$ cat src/rtl/dataio_spi_master.sv
// SPI master that feeds a file into mist_io's data_io channel on SPI_SS2:
// index frame, download-start frame, payload frame, download-end frame.
// Optional payload XOR checksum output `cksum`, enabled by defining DATAIO_CKSUM_EN.
module dataio_spi_master #(
    parameter int CLK_DIV = 4,
    parameter int GAP     = 8
) (
    input  logic       clk_sys,
    input  logic       reset,
    input  logic       start,
    input  logic [7:0] index,
    input  logic [7:0] data,
    input  logic       data_valid,
    input  logic       data_last,
    output logic       data_ready,
    output logic       busy,
    output logic       done,
    output logic       SPI_SCK,
    output logic       SPI_SS2,
    output logic       SPI_DI,
    output logic [2:0] state_dbg
`ifdef DATAIO_CKSUM_EN
    ,
    output logic [7:0] cksum
`endif
);

    // Handshake: data_ready is asserted combinationally while the FSM waits for a
    // payload byte and data_valid is high; the byte transfers at the clock edge
    // that ends a cycle in which both are high. No other cycle transfers data.

    localparam int CNT_W = 16;

    typedef enum logic [2:0] {
        S_IDLE  = 3'd0,
        S_SEL   = 3'd1,
        S_SHIFT = 3'd2,
        S_NEXT  = 3'd3,
        S_DESEL = 3'd4,
        S_GAP   = 3'd5,
        S_FIN   = 3'd6
    } state_t;

    state_t           state;
    state_t           state_nx;
    logic [CNT_W-1:0] cnt;
    logic [2:0]       bit_cnt;
    logic [1:0]       frame;
    logic             first_byte;
    logic             last_seen;
    logic [7:0]       shreg;
    logic [7:0]       idx_reg;

    logic             half_end;
    logic             cell_end;
    logic             gap_end;
    logic             byte_end;
    logic             more_bytes;
    logic             load_next;
    logic             start_ok;
    logic             sck_nx;
    logic             ss2_nx;
    logic             di_nx;

    // First byte of each frame is the command code.
    function automatic logic [7:0] cmd_byte(input logic [1:0] f);
        case (f)
            2'd0:    cmd_byte = 8'h55;
            2'd2:    cmd_byte = 8'h54;
            default: cmd_byte = 8'h53;
        endcase
    endfunction

    // Second byte of the non-payload frames.
    function automatic logic [7:0] arg_byte(input logic [1:0] f, input logic [7:0] idx);
        case (f)
            2'd0:    arg_byte = idx;
            2'd1:    arg_byte = 8'hFF;
            default: arg_byte = 8'h00;
        endcase
    endfunction

    assign half_end   = (cnt == CNT_W'(CLK_DIV - 1));
    assign cell_end   = (cnt == CNT_W'(2 * CLK_DIV - 1));
    assign gap_end    = (cnt == CNT_W'(GAP - 1));
    assign byte_end   = cell_end && (bit_cnt == 3'd7);
    assign more_bytes = first_byte || ((frame == 2'd2) && !last_seen);
    assign load_next  = (state == S_NEXT) && ((frame != 2'd2) || data_valid);
    assign start_ok   = start && ((state == S_IDLE) || (state == S_FIN));
    assign state_dbg  = state;

    always_ff @(posedge clk_sys) begin
        if (reset) begin
            state <= S_IDLE;
        end else begin
            state <= state_nx;
        end
    end

    always_comb begin
        state_nx = state;
        case (state)
            S_IDLE, S_FIN: state_nx = start_ok ? S_SEL : S_IDLE;
            S_SEL:         if (half_end) state_nx = S_SHIFT;
            S_SHIFT:       if (byte_end) state_nx = more_bytes ? S_NEXT : S_DESEL;
            S_NEXT:        if (load_next) state_nx = S_SHIFT;
            S_DESEL:       if (half_end) state_nx = S_GAP;
            S_GAP:         if (gap_end) state_nx = (frame == 2'd3) ? S_FIN : S_SEL;
            default:       state_nx = S_IDLE;
        endcase
    end

    always_comb begin
        busy       = 1'b1;
        done       = 1'b0;
        data_ready = 1'b0;
        ss2_nx     = 1'b0;
        sck_nx     = 1'b0;
        di_nx      = 1'b0;
        case (state)
            S_IDLE: begin
                busy   = 1'b0;
                ss2_nx = 1'b1;
            end
            S_FIN: begin
                busy   = 1'b0;
                done   = 1'b1;
                ss2_nx = 1'b1;
            end
            S_GAP:   ss2_nx = 1'b1;
            S_SHIFT: begin
                sck_nx = (cnt >= CNT_W'(CLK_DIV));
                di_nx  = shreg[7];
            end
            S_NEXT:  data_ready = (frame == 2'd2) && data_valid && !reset;
            default: ;
        endcase
    end

    // Counters, shifter and frame bookkeeping.
    always_ff @(posedge clk_sys) begin
        if (reset) begin
            cnt        <= '0;
            bit_cnt    <= '0;
            frame      <= '0;
            first_byte <= 1'b0;
            last_seen  <= 1'b0;
            shreg      <= '0;
            idx_reg    <= '0;
        end else begin
            case (state)
                S_IDLE, S_FIN: begin
                    cnt <= '0;
                    if (start_ok) begin
                        idx_reg    <= index;
                        frame      <= 2'd0;
                        first_byte <= 1'b1;
                        last_seen  <= 1'b0;
                        bit_cnt    <= 3'd0;
                        shreg      <= cmd_byte(2'd0);
                    end
                end
                S_SEL, S_DESEL: cnt <= half_end ? '0 : cnt + 1'b1;
                S_SHIFT: begin
                    if (cell_end) begin
                        cnt     <= '0;
                        bit_cnt <= bit_cnt + 1'b1;
                        shreg   <= {shreg[6:0], 1'b0};
                    end else begin
                        cnt <= cnt + 1'b1;
                    end
                end
                S_NEXT: begin
                    if (load_next) begin
                        first_byte <= 1'b0;
                        if (frame == 2'd2) begin
                            shreg     <= data;
                            last_seen <= data_last;
                        end else begin
                            shreg <= arg_byte(frame, idx_reg);
                        end
                    end
                end
                S_GAP: begin
                    if (gap_end) begin
                        cnt        <= '0;
                        frame      <= frame + 2'd1;
                        first_byte <= 1'b1;
                        last_seen  <= 1'b0;
                        shreg      <= cmd_byte(frame + 2'd1);
                    end else begin
                        cnt <= cnt + 1'b1;
                    end
                end
                default: ;
            endcase
        end
    end

    // SPI pins are registered so the wire never sees decode glitches.
    always_ff @(posedge clk_sys) begin
        if (reset) begin
            SPI_SCK <= 1'b0;
            SPI_SS2 <= 1'b1;
            SPI_DI  <= 1'b0;
        end else begin
            SPI_SCK <= sck_nx;
            SPI_SS2 <= ss2_nx;
            SPI_DI  <= di_nx;
        end
    end

`ifdef DATAIO_CKSUM_EN
    always_ff @(posedge clk_sys) begin
        if (reset || start_ok) begin
            cksum <= 8'h00;
        end else if (data_ready) begin
            cksum <= cksum ^ data;
        end
    end
`endif

endmodule

$ cat config.mk
export PLATFORM = sky130hd
export DESIGN_NAME = dataio_spi_master
export DESIGN_NICKNAME = d
export VERILOG_FILES = /design/src/rtl/dataio_spi_master.sv
export SDC_FILE = /design/constraint.sdc
export NUM_CORES = 1
export LEC_CHECK = 0
export CORE_MARGIN = 4
export CORE_UTILIZATION = 60
export CTS_BUF_LIST = sky130_fd_sc_hd__clkbuf_4 sky130_fd_sc_hd__clkbuf_8
export DETAILED_ROUTE_END_ITERATION = 10
export PLACE_DENSITY = 0.89
export SKIP_CTS_REPAIR_TIMING = 1
export SYNTH_ARGS = -nofsm -noshare
export SYNTH_HDL_FRONTEND = slang
export SYNTH_SLANG_ARGS = --single-unit
$ cat constraint.sdc
create_clock -name clk_sys -period 2.75 [get_ports clk_sys]
set_input_delay 0.55 -clock clk_sys [delete_from_list [all_inputs] [get_ports clk_sys]]
set_output_delay 0.55 -clock clk_sys [all_outputs]
set_load 0.03 [all_outputs]
After elaboration in Yosys (flattened, before gate mapping)
Cells that the tools add are included.
{"block": "totals", "register_bits": 45, "latch_bits": 0, "ram_bits": 0, "mem_bits_ro": 0, "inputBits": 21, "elab_cells": 108, "memories": 0}
{"block": "classes", "addsub": 3, "multipliers": 0, "div_mod_pow": 0, "magnitude_cmp": 1, "n_eq_ne": 22, "shifts": 0, "muxes": 39, "bitwise_logic": 1, "reduce_logical": 31}
{"op": "16-bit one-hot mux with 3 select lines", "count": 1}
{"op": "8-bit 2-to-1 mux", "count": 5}
{"op": "16-bit 2-to-1 mux", "count": 2}
{"op": "8-bit one-hot mux with 4 select lines", "count": 1}
{"op": "3-bit 2-to-1 mux", "count": 9}
{"op": "3-bit one-hot mux with 6 select lines", "count": 1}
{"op": "16-bit by 1-bit adder with 16-bit output, second input constant", "count": 1}
{"op": "16-bit by 2-bit equality test with 1-bit output, second input constant", "count": 1}
{"op": "16-bit by 3-bit equality test with 1-bit output, second input constant", "count": 1}
{"op": "16-bit by 3-bit greater-or-equal comparator with 1-bit output, second input constant", "count": 1}
{"op": "8-bit one-hot mux with 2 select lines", "count": 1}
{"op": "5-bit AND reduction", "count": 3}
{"op": "2-bit != test, second input constant", "count": 7}
{"op": "3-bit equality test, second input constant", "count": 4}
{"op": "1-bit 2-to-1 mux", "count": 12}
{"op": "3-bit one-hot mux with 2 select lines", "count": 2}
{"op": "2-bit OR reduction", "count": 4}
{"op": "2-bit equality test, second input constant", "count": 3}
{"op": "3-bit by 2-bit equality test with 1-bit output, second input constant", "count": 2}
{"op": "1-bit logical AND", "count": 6}
{"op": "1-bit one-hot mux with 3 select lines", "count": 2}
{"op": "3-bit AND reduction", "count": 2}
{"op": "3-bit nonzero test", "count": 2}
{"op": "2-bit zero test", "count": 2}
{"op": "other kinds (16)", "count": 22}

Logic depth before layout (Yosys ltp)
Gate-level depths: netlist (run 1).
{"block": "depth", "depth_word": 6, "depth_mapped": 8}

Worst setup path after synthesis (run 1)
Ideal clock, no wire load.
{"block": "synth_timing", "path_kind": "register to output", "start": "reg state[0], in the netlist state_dbg[0]", "end": "out data_ready", "t_arrival_ns": 2.067, "required_ns": 2.200, "path_slack_ns": 0.133, "stages_incl_launch_ff": 6, "path_buffers": 3, "cell_sequence": "dfxtp_1 -> buf_2 -> clkbuf_1 -> clkbuf_1 -> nand2_1 -> nor3_1"}
{"block": "synth_between", "elab_chain_cells": 2}
{"element": "start, declared", "line_no": "44", "rtl": "state_t state;"}
{"element": "start signal, assigned", "line_no": "96", "rtl": "state <= state_nx;"}
{"element": "3-bit by 2-bit equality test with 1-bit output", "line_no": "120", "rtl": "case (state)"}
{"element": "1-bit 2-to-1 mux", "line_no": "120"}
{"element": "end, declared", "line_no": "15", "rtl": "output logic data_ready,"}
No other way between the ends.

Worst setup path in the final report (run 1)
{"block": "layout_timing", "start": "reg state[2], in the netlist state_dbg[2]", "end": "out busy"}
{"block": "layout_between", "elab_chain_cells": 3}
{"element": "3-bit equality test / 3-bit zero test (equally long branches)", "line_no": "120"}
{"element": "2-bit OR reduction (no source line) (*)"}
{"element": "1-bit 2-to-1 mux (*)", "line_no": "120"}
{"element": "end, declared", "line_no": "16", "rtl": "output logic busy,"}
Every way passes the cells marked *; elsewhere a longest branch is shown, timed or not.

==> impl_metrics.xml, run 1 <==
<?xml version="1.0" encoding="UTF-8"?>
<metrics>
  <group name="worst_setup_path">
    <metric name="timing.critical_path.cells" unit="">and2b_1 &gt; or3_1 &gt; clkdlybuf4s50_1</metric>
    <metric name="end_kind" unit="">output pin</metric>
    <metric name="worst-path-max-fanout" unit="">13</metric>
    <metric name="worst_setup_path_start_kind" unit="">register</metric>
    <metric name="register_to_register_setup_slack" unit="ns">0.54</metric>
    <metric name="timing.critical_path.arrival" unit="ns">2.07</metric>
    <metric name="critPathRequiredTime" unit="ns">2.20</metric>
    <metric name="cp_slowest_cell" unit="">sky130_fd_sc_hd__clkdlybuf4s50_1</metric>
    <metric name="critical-path-max-stage-delay" unit="ns">0.61</metric>
    <metric name="worstSetupPathType" unit="">register to output pin</metric>
  </group>
  <group name="min_path">
    <metric name="min_path_type" unit="">register to register</metric>
  </group>
  <group name="yosys">
    <metric name="synth_async_reset_ratio" unit="%">0</metric>
    <metric name="synth-warning-count" unit="">0</metric>
    <metric name="synthesized_area" unit="µm²">2510</metric>
    <metric name="yosysSeqAreaShare" unit="%">35.9</metric>
    <metric name="post_synth_most_frequent_cells" unit="">sky130_fd_sc_hd__dfxtp_1, sky130_fd_sc_hd__nor2_1, sky130_fd_sc_hd__nand2_1, sky130_fd_sc_hd__a21oi_1, sky130_fd_sc_hd__o21ai_0</metric>
    <metric name="netlist-cell-type-count" unit="">55</metric>
    <metric name="synth_largest_area_cell" unit="">sky130_fd_sc_hd__dfxtp_1</metric>
    <metric name="netlist_top_cells_area" unit="">sky130_fd_sc_hd__dfxtp_1, sky130_fd_sc_hd__nor2_1, sky130_fd_sc_hd__ha_1</metric>
    <metric name="postSynthRegisterBits" unit="">45</metric>
    <metric name="syn_area_per_cell" unit="µm²">8.35</metric>
    <metric name="synth.most_common_cell" unit="">sky130_fd_sc_hd__dfxtp_1</metric>
    <metric name="ys_dominant_reg_cell" unit="">sky130_fd_sc_hd__dfxtp_1</metric>
    <metric name="synth_top_area_share" unit="%">35.9</metric>
    <metric name="postSynthNetCount" unit="">330</metric>
    <metric name="synthesis.instances" unit="">300</metric>
    <metric name="synth_edf_count" unit="">0</metric>
  </group>
  <group name="die">
    <metric name="row_count" unit="">23</metric>
    <metric name="dieArea" unit="µm²">5280</metric>
    <metric name="floorplan.core_area" unit="µm²">4030</metric>
    <metric name="chip_height" unit="µm">72.6</metric>
    <metric name="top_level_ports" unit="">30</metric>
    <metric name="floorplan.die.width" unit="µm">72.6</metric>
    <metric name="initial_utilization" unit="%">62.2</metric>
  </group>
  <group name="cells_and_area">
    <metric name="final-instance-count-excl-fill" unit="">372</metric>
    <metric name="nets_finish" unit="">351</metric>
    <metric name="area_delta_synth_final" unit="%">15.0</metric>
    <metric name="multi_input_area" unit="µm²">1470</metric>
    <metric name="final.fill_count" unit="">333</metric>
    <metric name="antennaDiodeCount" unit="">0</metric>
    <metric name="ratio_of_cells_with_drive_above_1_in_the_final_layout" unit="%">7.76</metric>
    <metric name="ff_latch_area" unit="µm²">901</metric>
    <metric name="number_of_flip_flops_in_the_largest_register" unit="">16</metric>
  </group>
  <group name="sta">
    <metric name="max-slew-margin-rel" unit="%">60.4</metric>
    <metric name="finalSetupTns" unit="ns">0</metric>
    <metric name="slew_viol_final" unit="">0</metric>
    <metric name="fmax" unit="MHz">382</metric>
    <metric name="finalHoldViolations" unit="">0</metric>
    <metric name="finalSetupViolCount" unit="">0</metric>
    <metric name="unrepaired_setup_endpoints_after_global_routing" unit="">no</metric>
    <metric name="final.setup_skew" unit="ns">0.0113</metric>
    <metric name="worst_pin_slew" unit="ns">0.595</metric>
    <metric name="layout_min_cycle_time" unit="ns">2.62</metric>
    <metric name="timing.hold.ws" unit="ns">0.478</metric>
    <metric name="part_of_the_cycle_the_worst_path_needs" unit="%">95.2</metric>
  </group>
  <group name="place">
    <metric name="gp_routability_congestion" unit="">0.928</metric>
    <metric name="detailed_place_hpwl" unit="µm">3960</metric>
    <metric name="numPortBuffers" unit="">29</metric>
    <metric name="post-place-cells" unit="">364</metric>
  </group>
  <group name="grt">
    <metric name="initial_antenna_violation_count" unit="">0</metric>
    <metric name="first_global_vias" unit="">2206</metric>
    <metric name="globalRouteOverflowTotal" unit="">0</metric>
    <metric name="groute.usage.overall" unit="%">22.1</metric>
    <metric name="grt_max_degree" unit="">29</metric>
    <metric name="grt_first_pass_wirelength" unit="µm">9490</metric>
  </group>
  <group name="clock_tree">
    <metric name="htree_levels" unit="">2</metric>
    <metric name="worst_skew_pair.late_latency" unit="ns">0.30</metric>
    <metric name="tritoncts" unit="">yes</metric>
    <metric name="clkTransAtPathRegs" unit="ns">0.08</metric>
    <metric name="numClockSinks" unit="">45</metric>
    <metric name="cts_max_path_buffers" unit="">2</metric>
    <metric name="clockRootBuffer" unit="">sky130_fd_sc_hd__clkbuf_8</metric>
    <metric name="cts_made_buffers" unit="">5</metric>
  </group>
  <group name="detailed_routing">
    <metric name="drt_pass1_iterations" unit="">4</metric>
    <metric name="vias" unit="">2222</metric>
    <metric name="dr.first_iter.drc_count" unit="">257</metric>
    <metric name="wire_per_inst" unit="µm">14.8</metric>
    <metric name="antenna_left" unit="">0</metric>
    <metric name="post_drt_via_cell_ratio" unit="">5.97</metric>
    <metric name="drc_violations_left" unit="">0</metric>
    <metric name="routed_wl" unit="µm">5510</metric>
  </group>
  <group name="pwr">
    <metric name="cellPowerDensity" unit="nW/µm²">717</metric>
    <metric name="max-vdd-ir-drop" unit="mV">0.488</metric>
    <metric name="leakagePower" unit="nW">1.03</metric>
  </group>
  <group name="run_status">
    <metric name="run_status" unit="">finished clean</metric>
  </group>
  <group name="run">
    <metric name="cap_viol_max_count" unit="">0</metric>
  </group>
</metrics>
==> cells in the final DEF (no fill, tap or decap), types with 5 or more instances in the layout <==
master,n
sky130_fd_sc_hd__nand4_1,7
sky130_fd_sc_hd__mux2i_1,9
sky130_fd_sc_hd__and3_1,5
sky130_fd_sc_hd__nor3_1,13
sky130_fd_sc_hd__o21ai_0,17
sky130_fd_sc_hd__nand3_1,10
sky130_fd_sc_hd__dfxtp_1,45
sky130_fd_sc_hd__inv_1,10
sky130_fd_sc_hd__clkdlybuf4s50_1,28
sky130_fd_sc_hd__a21oi_1,21
sky130_fd_sc_hd__buf_4,5
sky130_fd_sc_hd__clkbuf_8,5
sky130_fd_sc_hd__nor2b_1,6
sky130_fd_sc_hd__a211oi_1,7
sky130_fd_sc_hd__nor2_1,31
sky130_fd_sc_hd__ha_1,9
sky130_fd_sc_hd__nand2_1,24
sky130_fd_sc_hd__xnor2_1,11
==> cells by family (layout without fill, tap and decap cells) <==
kind of cell	count (synthesis)	in the layout	synth area share [%]
xor gates and xnor gates	14	14	4.89
AOI/OAI and AO/OA	71	71	18.2
and+or+nand+nor	122	122	27.1
DFF	45	45	35.9
adders and majority gates	9	9	4.49
buffers and inverters	29	51	5.29
muxes	10	10	4.04
==> layer usage <==
metal	global-route usage [%]	vias up	wire length (µm)
li1	-	1110	-
met1	27.7	1045	2490
met2	37.0	51	2630
met3	4.27	16	254
met4	9.43	0	130
met5	0	-	0
==> critical path, delay by kind of cell, from the launching register on <==
| kind | cells | cell delay (ns) |
|---|---|---|
| simple gates | 2 | 0.58 |
| buf+inv | 1 | 0.61 |
| flops | 1 | 0.58 |
==> power by group <==
group	internal (mW)	switching [mW]	leakage (nW)	total (mW)
Combinational	0.344	0.462	0.611	0.805
Sequential	0.751	0.0929	0.367	0.844
Clock	0.210	0.207	0.0498	0.418
==> metrics by stage <==
step           power, mW  worst slack [ns]  utilization [%]  cell area (µm²)
3_5_place_dp        1.65             0.497             69.3             2790
5_1_grt             2.19            0.0745             71.6             2880
2_1_floorplan       1.44             0.133                -             2510
6_report            2.07             0.133             71.6             2880
4_1_cts             2.07             0.168             71.6             2880
3_3_place_gp        1.63             0.559             69.3             2790
==> path summary, 6_finish.rpt <==
check          startpoint       end  depth (start not counted)
max          state_dbg[2]      busy                          3
min              shreg[2]  shreg[2]                          2
max reg2reg        cnt[0]  shreg[6]                          6
min reg2reg      shreg[2]  shreg[2]                          2
==> layout make-up <==
class	instances	area share, %
repair buffers	33	11.0
multi-input cells	226	51.1
inverters	10	1.30
flip-flops and latches	45	31.3
clock buffers	8	3.17
well taps	50	2.17
No activity file was read; power rests on OpenSTA's default activity.
==> run 2: changes to the inputs <==
ABC_AREA = 1   (was not set)
PLACE_DENSITY = 0.88   (was 0.89)
==> impl_metrics.xml, run 2 <==
<?xml version="1.0" encoding="UTF-8"?>
<metrics>
  <group name="run_status">
    <metric name="run_status" unit="">finished clean</metric>
  </group>
  <group name="worst_setup_path">
    <metric name="rr_endpoint" unit="">shreg[2]</metric>
    <metric name="timing.critical_path.arrival" unit="ns">2.00</metric>
    <metric name="worstSetupPathType" unit="">register to output pin</metric>
    <metric name="critical_path_end" unit="">busy</metric>
    <metric name="register_to_register_setup_slack" unit="ns">0.77</metric>
    <metric name="worst-path-max-fanout" unit="">7</metric>
    <metric name="setup.worst_path.start" unit="">state_dbg[2]</metric>
    <metric name="r2r.worst_path.cells" unit="">8</metric>
    <metric name="critPathRequiredTime" unit="ns">2.20</metric>
    <metric name="r2r_start" unit="">frame[0]</metric>
    <metric name="end_kind" unit="">output pin</metric>
    <metric name="worst_setup_path_start_kind" unit="">register</metric>
  </group>
  <group name="place">
    <metric name="placement.cell_area" unit="µm²">3100</metric>
    <metric name="detailed_place_hpwl" unit="µm">4640</metric>
    <metric name="numPortBuffers" unit="">29</metric>
    <metric name="gp_routability_congestion" unit="">0.909</metric>
  </group>
  <group name="sta">
    <metric name="max-slew-margin-rel" unit="%">67.0</metric>
    <metric name="final.setup_skew" unit="ns">0.00941</metric>
    <metric name="fmax" unit="MHz">392</metric>
    <metric name="finalSetupViolCount" unit="">0</metric>
    <metric name="finalSetupTns" unit="ns">0</metric>
    <metric name="layout_min_cycle_time" unit="ns">2.55</metric>
    <metric name="worst_pin_slew" unit="ns">0.493</metric>
    <metric name="part_of_the_cycle_the_worst_path_needs" unit="%">92.7</metric>
    <metric name="slew_viol_final" unit="">0</metric>
    <metric name="finalHoldViolations" unit="">0</metric>
    <metric name="unrepaired_setup_endpoints_after_global_routing" unit="">no</metric>
  </group>
  <group name="min_path">
    <metric name="min_path_type" unit="">register to register</metric>
    <metric name="hold_path_startpoint" unit="">shreg[7]</metric>
  </group>
  <group name="yosys">
    <metric name="synth_edf_count" unit="">0</metric>
    <metric name="netlist-cell-type-count" unit="">39</metric>
    <metric name="syn_area_per_cell" unit="µm²">6.97</metric>
    <metric name="synth_largest_area_cell" unit="">sky130_fd_sc_hd__dfxtp_1</metric>
    <metric name="synthesis.instances" unit="">402</metric>
    <metric name="yosysSeqAreaShare" unit="%">32.1</metric>
    <metric name="synth_simple_gate_area_share" unit="%">42.3</metric>
    <metric name="synth_xor_area_share" unit="%">0.625</metric>
    <metric name="synth-warning-count" unit="">0</metric>
    <metric name="ys_dominant_reg_cell" unit="">sky130_fd_sc_hd__dfxtp_1</metric>
    <metric name="synth_top_family_by_area" unit="">simple AND/OR/NAND/NOR gates</metric>
    <metric name="synth_compound_gate_area_share" unit="%">12.1</metric>
    <metric name="synth.most_common_cell" unit="">sky130_fd_sc_hd__nand2_1</metric>
    <metric name="synthesized_area" unit="µm²">2800</metric>
    <metric name="netlist_top_cells_area" unit="">sky130_fd_sc_hd__dfxtp_1, sky130_fd_sc_hd__nand2_1, sky130_fd_sc_hd__nor2_1</metric>
    <metric name="synth_top_area_share" unit="%">32.1</metric>
    <metric name="post_synth_most_frequent_cells" unit="">sky130_fd_sc_hd__nand2_1, sky130_fd_sc_hd__nor2_1, sky130_fd_sc_hd__dfxtp_1, sky130_fd_sc_hd__inv_1, sky130_fd_sc_hd__a21oi_1</metric>
    <metric name="postSynthNetCount" unit="">432</metric>
    <metric name="synth_async_reset_ratio" unit="%">0</metric>
    <metric name="postSynthRegisterBits" unit="">45</metric>
    <metric name="synthesized_area_fraction_occupied_by_adder_cells" unit="%">4.02</metric>
    <metric name="synth.area.mux_share" unit="%">0</metric>
  </group>
  <group name="die">
    <metric name="chip_height" unit="µm">76.4</metric>
    <metric name="dieArea" unit="µm²">5830</metric>
    <metric name="top_level_ports" unit="">30</metric>
    <metric name="floorplan.die.width" unit="µm">76.4</metric>
    <metric name="initial_utilization" unit="%">63.1</metric>
    <metric name="floorplan.core_area" unit="µm²">4440</metric>
    <metric name="row_count" unit="">24</metric>
  </group>
  <group name="cells_and_area">
    <metric name="nets_finish" unit="">461</metric>
    <metric name="antennaDiodeCount" unit="">0</metric>
    <metric name="multi_input_area" unit="µm²">1660</metric>
    <metric name="ratio_of_cells_with_drive_above_1_in_the_final_layout" unit="%">13.0</metric>
    <metric name="most-common-layout-cells" unit="">sky130_fd_sc_hd__nand2_1, sky130_fd_sc_hd__nor2_1, sky130_fd_sc_hd__dfxtp_1</metric>
    <metric name="post-route-cell-area" unit="µm²">3190</metric>
    <metric name="final.fill_count" unit="">373</metric>
    <metric name="area_delta_synth_final" unit="%">13.6</metric>
    <metric name="finalCoreUtilization" unit="%">71.7</metric>
    <metric name="ff_latch_area" unit="µm²">902</metric>
    <metric name="most_common_cell_after_layout_fill_and_taps_aside" unit="">sky130_fd_sc_hd__nand2_1</metric>
    <metric name="number_of_flip_flops_in_the_largest_register" unit="">16</metric>
  </group>
  <group name="clock_tree">
    <metric name="numClockSinks" unit="">45</metric>
    <metric name="cts_max_path_buffers" unit="">2</metric>
    <metric name="clockRootBuffer" unit="">sky130_fd_sc_hd__clkbuf_8</metric>
    <metric name="clkTransAtPathRegs" unit="ns">0.08</metric>
    <metric name="tritoncts" unit="">yes</metric>
    <metric name="worst_skew_pair.late_latency" unit="ns">0.30</metric>
    <metric name="cts_made_buffers" unit="">5</metric>
    <metric name="htree_levels" unit="">2</metric>
  </group>
  <group name="pwr">
    <metric name="leakagePower" unit="nW">1.41</metric>
    <metric name="max-vdd-ir-drop" unit="mV">0.494</metric>
    <metric name="design_power_total" unit="mW">2.46</metric>
    <metric name="cellPowerDensity" unit="nW/µm²">773</metric>
  </group>
  <group name="detailed_routing">
    <metric name="vias" unit="">2640</metric>
    <metric name="drc_violations_left" unit="">0</metric>
    <metric name="drt_pass1_iterations" unit="">5</metric>
    <metric name="post_drt_via_cell_ratio" unit="">5.45</metric>
    <metric name="dr.first_iter.drc_count" unit="">247</metric>
    <metric name="routed_wl" unit="µm">6150</metric>
    <metric name="antenna_left" unit="">0</metric>
    <metric name="wire_per_inst" unit="µm">12.7</metric>
  </group>
  <group name="grt">
    <metric name="globalRouteOverflowTotal" unit="">0</metric>
    <metric name="initial_antenna_violation_count" unit="">0</metric>
    <metric name="grt_max_degree" unit="">20</metric>
    <metric name="first_global_vias" unit="">2450</metric>
    <metric name="grt_first_pass_wirelength" unit="µm">10800</metric>
    <metric name="groute.usage.overall" unit="%">22.1</metric>
  </group>
  <group name="run">
    <metric name="cap_viol_max_count" unit="">0</metric>
  </group>
</metrics>
-- run 2: how the worst min path moves through the flow --
stage / endpoint / slack [ns] / cells after the start
6_report: SPI_DI / 0.44 / 2
5_1_grt: SPI_DI / 0.47 / 2
2_1_floorplan: SPI_DI / 0.41 / 2
3_5_place_dp: SPI_DI / 0.42 / 2
3_3_place_gp: SPI_DI / 0.42 / 2
4_1_cts: SPI_DI / 0.44 / 2
-- run 2: where the power goes --
group / total [mW] / switching (mW) / internal (mW)
registers: 0.883 / 0.113 / 0.770
clock network: 0.409 / 0.222 / 0.186
logic: 1.17 / 0.751 / 0.418
total: 2.46 / 1.09 / 1.37
-- run 2: logic make-up (layout without fill, tap and decap cells) --
family	after synthesis	after routing
AO/OA/AOI/OAI	58	58
buffers and inverters	53	83
adder cells (fa/ha/maj)	9	9
flip-flops	45	45
AND/OR/NAND/NOR	235	235
XOR/XNOR	2	2
-- run 2: area by class of cell --
type	instances	area share [%]
inverters	43	5.22
multi-input cells	304	52.0
repair buffers	32	9.74
well taps	52	2.04
flip-flops and latches	45	28.3
clock buffers	6	2.40
clock inverters	2	0.314
-- run 2: worst max-delay path, cell delays in order (launching register included) --
cell and delay (ns):
sky130_fd_sc_hd__dfxtp_1 0.64, sky130_fd_sc_hd__inv_4 0.13, sky130_fd_sc_hd__nand2_4 0.12, sky130_fd_sc_hd__nand2_8 0.08, sky130_fd_sc_hd__inv_1 0.07, sky130_fd_sc_hd__clkdlybuf4s50_1 0.66
-- run 2: per-stage QoR --
step	worst slack [ns]	instances	hold WS, ns
after floorplan	0.477	402	0.408
after detailed placement	0.463	476	0.420
final	0.200	484	0.437
after global placement	0.509	476	0.424
after CTS	0.121	484	0.443
after global routing	0.0983	484	0.468
-- run 2: metal layers --
metal / part of all wire, % / global-route usage [%]
met1: 46 / 27.9
met2: 47 / 38.5
met3: 5.7 / 3.78
met4: 1.4 / 6.16
met5: 0 / 0
